`config.mk`:
```
export PLATFORM = sky130hd
export DESIGN_NAME = jtmikie_psgseq
export DESIGN_NICKNAME = d
export VERILOG_FILES = /design/src/rtl/jtmikie_psgseq_pkg.sv /design/src/rtl/jtmikie_psgseq_fifo.sv /design/src/rtl/jtmikie_psgseq.sv
export SDC_FILE = /design/constraint.sdc
export NUM_CORES = 1
export LEC_CHECK = 0
export CORE_ASPECT_RATIO = 1.5
export CORE_MARGIN = 5
export CORE_UTILIZATION = 43
export DETAILED_ROUTE_END_ITERATION = 8
export SETUP_SLACK_MARGIN = 0.02
export SYNTH_ARGS = -nofsm -noshare
export SYNTH_HDL_FRONTEND = slang
export SYNTH_SLANG_ARGS = --single-unit
```
`constraint.sdc`:
```
create_clock -name clk -period 2.6 [get_ports clk]
set_clock_uncertainty 0.2 [all_clocks]
set_input_delay 0.52 -clock clk [delete_from_list [all_inputs] [get_ports clk]]
set_output_delay 0.52 -clock clk [all_outputs]
set_load 0.01 [all_outputs]
```
`src/rtl/jtmikie_psgseq_pkg.sv`:
```
// Shared definitions for the Mikie PSG write sequencer: FSM states, target
// select codes and the FIFO entry layout {sel, data}.
package jtmikie_psgseq_pkg;

   typedef enum logic [1:0] {
      ST_IDLE   = 2'd0,
      ST_LOAD   = 2'd1,
      ST_ISSUE  = 2'd2,
      ST_SETTLE = 2'd3
   } state_t;

   localparam logic SEL_PSG1 = 1'b0;
   localparam logic SEL_PSG2 = 1'b1;

   localparam int ENTRY_W = 9;
   localparam int TCNT_W  = 6;

   typedef struct packed {
      logic       sel;
      logic [7:0] data;
   } entry_t;

endpackage

```
`src/rtl/jtmikie_psgseq_fifo.sv`:
```
// DEPTH x 9 register FIFO. A push while full is accepted only when a pop
// happens in the same cycle; otherwise it is dropped and flagged.
module jtmikie_psgseq_fifo
   import jtmikie_psgseq_pkg::*;
#(
   parameter int DEPTH = 4
) (
   input  logic               clk,
   input  logic               rst_n,
   input  logic               push,
   input  logic               pop,
   input  logic [ENTRY_W-1:0] din,
   output logic [ENTRY_W-1:0] dout,
   output logic               full,
   output logic               empty,
   output logic               drop
);

   localparam int AW = $clog2(DEPTH);

   logic [ENTRY_W-1:0] mem [DEPTH];
   logic [AW-1:0]      wr_ptr;
   logic [AW-1:0]      rd_ptr;
   logic [AW:0]        count;
   logic               do_push;
   logic               do_pop;

   assign empty   = (count == '0);
   assign full    = (count == (AW+1)'(DEPTH));
   assign do_pop  = pop & ~empty;
   assign do_push = push & (~full | do_pop);
   assign drop    = push & full & ~do_pop;
   assign dout    = mem[rd_ptr];

   // NOTE: storage has no reset; the count alone defines what is valid, and
   // leaving the array unreset lets it map onto plain registers or LUT RAM.
   always_ff @(posedge clk) begin
      if (do_push) mem[wr_ptr] <= din;
   end

   // NOTE: non-blocking assignments keep every register update in this block
   // based on pre-edge values, independent of statement order.
   always_ff @(posedge clk or negedge rst_n) begin
      if (!rst_n) begin
         wr_ptr <= '0;
         rd_ptr <= '0;
         count  <= '0;
      end else begin
         if (do_push) wr_ptr <= wr_ptr + AW'(1);
         if (do_pop)  rd_ptr <= rd_ptr + AW'(1);
         case ({do_push, do_pop})
            2'b10:   count <= count + (AW+1)'(1);
            2'b01:   count <= count - (AW+1)'(1);
            default: count <= count;
         endcase
      end
   end

endmodule

```
`src/rtl/jtmikie_psgseq.sv`:
```
// PSG write sequencer: buffers Z80 writes and replays them to one of two
// SN76489-style PSGs sharing a data latch, honouring each chip's cen/ready.
module jtmikie_psgseq
   import jtmikie_psgseq_pkg::*;
#(
   parameter int DEPTH = 4,
   parameter int TOUT  = 63
) (
   input  logic       clk,
   input  logic       rst_n,
   input  logic       cen1,
   input  logic       cen2,
   input  logic       wr,
   input  logic       wr_sel,
   input  logic [7:0] wr_data,
   output logic       full,
   output logic       busy,
   output logic [7:0] psg_data,
   output logic       psg1_cs,
   output logic       psg2_cs,
   input  logic       rdy1,
   input  logic       rdy2,
   input  logic       clr,
   output logic       ovf,
   output logic       tmo
);

   localparam logic [TCNT_W-1:0] TOUT_LAST = TCNT_W'(TOUT - 1);

   state_t              state;
   state_t              state_nx;
   logic                tgt;
   logic [TCNT_W-1:0]   tcnt;
   logic                tcnt_clr;
   logic                t_cen;
   logic                t_rdy;
   logic                expire;
   logic                pop;
   logic                tmo_set;
   logic                ovf_set;
   logic                fifo_empty;
   entry_t              head;
   entry_t              push_entry;

   assign push_entry = '{sel: wr_sel, data: wr_data};

   jtmikie_psgseq_fifo #(
      .DEPTH (DEPTH)
   ) u_fifo (
      .clk   (clk),
      .rst_n (rst_n),
      .push  (wr),
      .pop   (pop),
      .din   (push_entry),
      .dout  (head),
      .full  (full),
      .empty (fifo_empty),
      .drop  (ovf_set)
   );

   assign t_cen  = (tgt == SEL_PSG2) ? cen2 : cen1;
   assign t_rdy  = (tgt == SEL_PSG2) ? rdy2 : rdy1;
   // Tick TOUT lands on the cen edge where the counter already shows TOUT-1.
   assign expire = t_cen && (tcnt == TOUT_LAST);
   assign busy   = !fifo_empty || (state != ST_IDLE);

   // NOTE: every output of this block is defaulted first so no path through
   // the case leaves a signal unassigned, which would infer a latch.
   always_comb begin
      state_nx = state;
      pop      = 1'b0;
      tmo_set  = 1'b0;
      tcnt_clr = 1'b0;
      case (state)
         ST_IDLE: begin
            if (!fifo_empty) begin
               pop      = 1'b1;
               state_nx = ST_LOAD;
            end
         end
         ST_LOAD: begin
            state_nx = ST_ISSUE;
            tcnt_clr = 1'b1;
         end
         ST_ISSUE: begin
            if (t_cen && t_rdy) begin
               state_nx = ST_SETTLE;
               tcnt_clr = 1'b1;
            end else if (expire) begin
               state_nx = ST_IDLE;
               tmo_set  = 1'b1;
            end
         end
         ST_SETTLE: begin
            // Any cen seen here is already later than the take cen.
            if (t_cen && t_rdy) begin
               state_nx = ST_IDLE;
            end else if (expire) begin
               state_nx = ST_IDLE;
               tmo_set  = 1'b1;
            end
         end
         default: state_nx = ST_IDLE;
      endcase
   end

   always_ff @(posedge clk or negedge rst_n) begin
      if (!rst_n) begin
         state <= ST_IDLE;
         tcnt  <= '0;
      end else begin
         state <= state_nx;
         if (tcnt_clr)   tcnt <= '0;
         else if (t_cen) tcnt <= tcnt + TCNT_W'(1);
      end
   end

   // The shared latch and the target only move on the pop edge.
   always_ff @(posedge clk or negedge rst_n) begin
      if (!rst_n) begin
         psg_data <= 8'h00;
         tgt      <= SEL_PSG1;
      end else if (pop) begin
         psg_data <= head.data;
         tgt      <= head.sel;
      end
   end

   // Strobes are registered from the next state so they are glitch-free and
   // mutually exclusive by construction of the single target register.
   always_ff @(posedge clk or negedge rst_n) begin
      if (!rst_n) begin
         psg1_cs <= 1'b0;
         psg2_cs <= 1'b0;
      end else begin
         psg1_cs <= (state_nx == ST_ISSUE) && (tgt == SEL_PSG1);
         psg2_cs <= (state_nx == ST_ISSUE) && (tgt == SEL_PSG2);
      end
   end

   always_ff @(posedge clk or negedge rst_n) begin
      if (!rst_n) begin
         ovf <= 1'b0;
         tmo <= 1'b0;
      end else begin
         if (ovf_set)  ovf <= 1'b1;
         else if (clr) ovf <= 1'b0;
         if (tmo_set)  tmo <= 1'b1;
         else if (clr) tmo <= 1'b0;
      end
   end

endmodule

```
==> metrics.md <==
| Metric | Value |
|---|---|
| Top achievable clock speed | 410 MHz |
| Cell type with the highest aggregate area in the netlist | sky130_fd_sc_hd__edfxtp_1 |
| Die area | 0.00813 mm2 |
| Primary flip-flop cell chosen by synthesis mapping | sky130_fd_sc_hd__edfxtp_1 |
| # setup viols final | 0 |
| Max-Cap Viols | 0 |
| Placer congestion estimate | approximately 0.82 |
| Number of buffers added by the clock tree synthesis step | 9 |
| Count of flip-flops with a built-in enable after synthesis | 36 |
| Type of the worst setup path | reg2out |
| Detail Route Antenna Nets | 0 |
| Register bit count reported by yosys | 64 |
| Logic pwr share | 36.7% |
| Pleak | 1.32 nW |
| Power Internal | 2.63 mW |
| Core region area | 0.00617 mm2 |
| Placement row count | 35 |
| Power per Cell Area | around 1200 mW/mm2 |
| Number of global-route vias before repair | roughly 1700 |
| Number of hold violations in the final report | 0 |
| Peak supply drop | ~0.00056 V |
| Number of input and output port buffers inserted | 30 |
| Die Wd | 75.3 um |
| Routed length per placed instance | 16.6 um |
| Worst Tran Pin Value | 454 ps |
| Drt first pass iters | 4 |
| CTS H-tree depth | 3 |
| Data required time at the worst endpoint | 1880 ps |
| Initial Util | 44.6% |
| Die span in y | roughly 110 um |
| RSZ-0062 raised after global routing | no |
| Post-Synthesis Cells | 175 |
| Setup TNS | 0 ps |
| Sequential group share of total power | 41.5% |
| Wire length of the first global-routing pass | 8.19 mm |
| Part of the cycle the worst path needs | about 94% |
| Routed via count | 1546 |
| Root cell of the clock tree | sky130_fd_sc_hd__clkbuf_8 |
| CTS tree | built |
| Total Power Consumption | 3.91 mW |
| Instance area at placement | roughly 0.0032 mm2 |
| Clk pin slew, worst setup/hold paths | 80 ps |
| Worst Hold Class | reg2reg |
| Routed Wire Length | 4.96 mm |
| Iter 0 DRT Violations | 57 |
| Avg Vias per Cell | a little over 5 |
| Clock latency of the later-clocked register in the worst-skew pair | about 340 ps |
| Mapped Nets | 205 |
| Most numerous cell in the Yosys netlist | sky130_fd_sc_hd__edfxtp_1 |
| Max-Slew Margin vs Limit | between 60% and 70% |
| Fin crit period | 2440 ps |
| Net count of the finished layout | 250 |
| Max Fanout on Critical Path | 5 |
| Final Util | around 55% |
| Initial antenna violation count | 0 |
| Post-route DRC | 0 |
| Count of synthesis-stage warnings from yosys | 0 |
| Post-synthesis sequential area ratio | 64.7% |
| Share of synthesized flip-flops with an asynchronous set or reset | 43.8% |
| Capturing element type of the critical path | primary output |
| Overflow after GRT | 0 |
| Arrival time worst endpoint | between 1500 and 2000 ps |
| Net switching power | 1.28 mW |
| Number of hold-repair buffers added at the cts stage | 0 |
| Global router's overall resource usage | 13.8% |
| Fin Hold WS | 315 ps |
| Proportion of layout cells with a drive suffix above 1 | 19.6% |
| Deepest clock path buffer count | 2 |
| Antenna diodes | 0 |
| Switching power share of the total | 32.8% |
| Setup Fix Bufs, Post-CTS | 0 |
| # IOs | 31 |
| Status | completed |
| Final-report max-slew violation count | 0 |
| Clk sink count | between 60 and 70 |
| Unique cell type count in the Yosys netlist | 36 |
| Post-Synthesis Cell Area | 0.00275 mm2 |
| Cell types occupying the most area after synthesis | sky130_fd_sc_hd__edfxtp_1, sky130_fd_sc_hd__dfrtp_1, sky130_fd_sc_hd__mux4_2 |
| # resized after CTS | 0 |
| Top cells by instance count after synthesis | sky130_fd_sc_hd__edfxtp_1, sky130_fd_sc_hd__dfrtp_1, sky130_fd_sc_hd__ha_1, sky130_fd_sc_hd__inv_1, sky130_fd_sc_hd__nor2_1 |
| Post-route standard cell area excluding fillers | 0.00339 mm2 |
| Portion of synthesized cell area occupied by the leading cell type | roughly two fifths |
| Layout area overhead | 23.0% |
| Share of total power in the clock network | ~22% |
| Maximum number of pins on one net before global-route repair | 29 |
| Type of element launching the critical path | flop |
| HPWL after detailed placement | 3.48 mm |
| Synthesized area per cell | 15.7 um2 |
-- flip-flops by register name, summed over array words and instances (netlist names) --
signal,count
u_fifo.mem,36
psg_data,8
tcnt,6
u_fifo.count,3
state,2
u_fifo.rd_ptr,2
u_fifo.wr_ptr,2
ovf,1
psg1_cs,1
psg2_cs,1
tgt,1
tmo,1
-- through the flow --
step	setup slack, ps	cells
2_1_floorplan	214	175
3_3_place_gp	219	283
3_5_place_dp	159	283
4_1_cts	151	299
5_1_grt	48.6	299
6_report	162	299
-- cells in the final DEF, fill, tap and decap left out, types with 2 or more instances in the layout --
cell / Yosys / layout
sky130_fd_sc_hd__mux2_2: 9 / 9
sky130_fd_sc_hd__buf_4: 1 / 8
sky130_fd_sc_hd__clkbuf_8: 0 / 9
sky130_fd_sc_hd__xor2_1: 7 / 7
sky130_fd_sc_hd__inv_1: 12 / 12
sky130_fd_sc_hd__dfrtp_1: 28 / 28
sky130_fd_sc_hd__o21ai_0: 3 / 3
sky130_fd_sc_hd__nand4_1: 5 / 5
sky130_fd_sc_hd__clkdlybuf4s50_1: 0 / 30
sky130_fd_sc_hd__edfxtp_1: 36 / 36
sky130_fd_sc_hd__nor2b_1: 4 / 4
sky130_fd_sc_hd__inv_6: 0 / 2
sky130_fd_sc_hd__mux4_2: 9 / 9
sky130_fd_sc_hd__clkinvlp_4: 0 / 3
sky130_fd_sc_hd__and2_1: 7 / 7
sky130_fd_sc_hd__nor2_1: 10 / 10
sky130_fd_sc_hd__nand2_1: 6 / 6
sky130_fd_sc_hd__xnor2_1: 4 / 4
sky130_fd_sc_hd__ha_1: 12 / 12
-- critical path, stage by stage (launching register included) --
cell                              delay (ps)
sky130_fd_sc_hd__dfrtp_1                 430
sky130_fd_sc_hd__nor3_1                  360
sky130_fd_sc_hd__nand2_1                 100
sky130_fd_sc_hd__clkdlybuf4s50_1         490
-- cell type report --
class,instances,area (um2)
fillers,501,2790
inverters,12,45.0
clock inverters,7,78.8
well taps,74,92.6
flip-flops and latches,64,1780
multi-input cells,95,905
clock buffers,9,124
repair buffers,38,360
-- power by group through the flow --
| stage | combinational, mW | sequential (mW) | clock (mW) |
|---|---|---|---|
| 2_1_floorplan | 0.985 | 1.59 | 0 |
| 3_3_place_gp | 1.41 | 1.62 | 0 |
| 5_1_grt | 1.60 | 1.67 | 0.930 |
| 6_report | 1.43 | 1.62 | 0.855 |
| 4_1_cts | 1.47 | 1.63 | 0.884 |
| 3_5_place_dp | 1.46 | 1.65 | 0 |
-- cell families after synthesis --
logic type	share of synthesized area [%]
multiplexers	12.0
AND/OR/NAND/NOR	8.68
buffers and inverters	2.41
adder cells (fa/ha/maj)	6.18
XOR/XNOR	3.50
flip-flops	64.7
AO/OA/AOI/OAI	2.50
-- final timing paths --
path                                        startpoint                     endpoint  slack (ps)  cells after the start
max reg2reg                         state[0]$_DFF_PN0_  u_fifo.count[2]$_DFFE_PN0P_         260                     11
max                        u_fifo.count[0]$_DFFE_PN0P_                         busy         160                      3
min                            psg_data[6]$_DFFE_PN0P_      psg_data[6]$_DFFE_PN0P_         310                      1
max in group asynchronous                        rst_n            psg1_cs$_DFF_PN0_        1540                      2
min in group asynchronous                        rst_n              ovf$_DFFE_PN0P_         370                      2
min reg2reg                    psg_data[6]$_DFFE_PN0P_      psg_data[6]$_DFFE_PN0P_         310                      1
-- per-layer routing --
metal	track usage (%)	routed length [um]	vias to the layer above
met4	7.63	127	0
met2	22.9	2640	32
met3	3.81	222	8
li1	-	-	732
met1	15.8	1970	774
met5	0	0	-
Note: power is estimated with default switching activity, not from simulation.
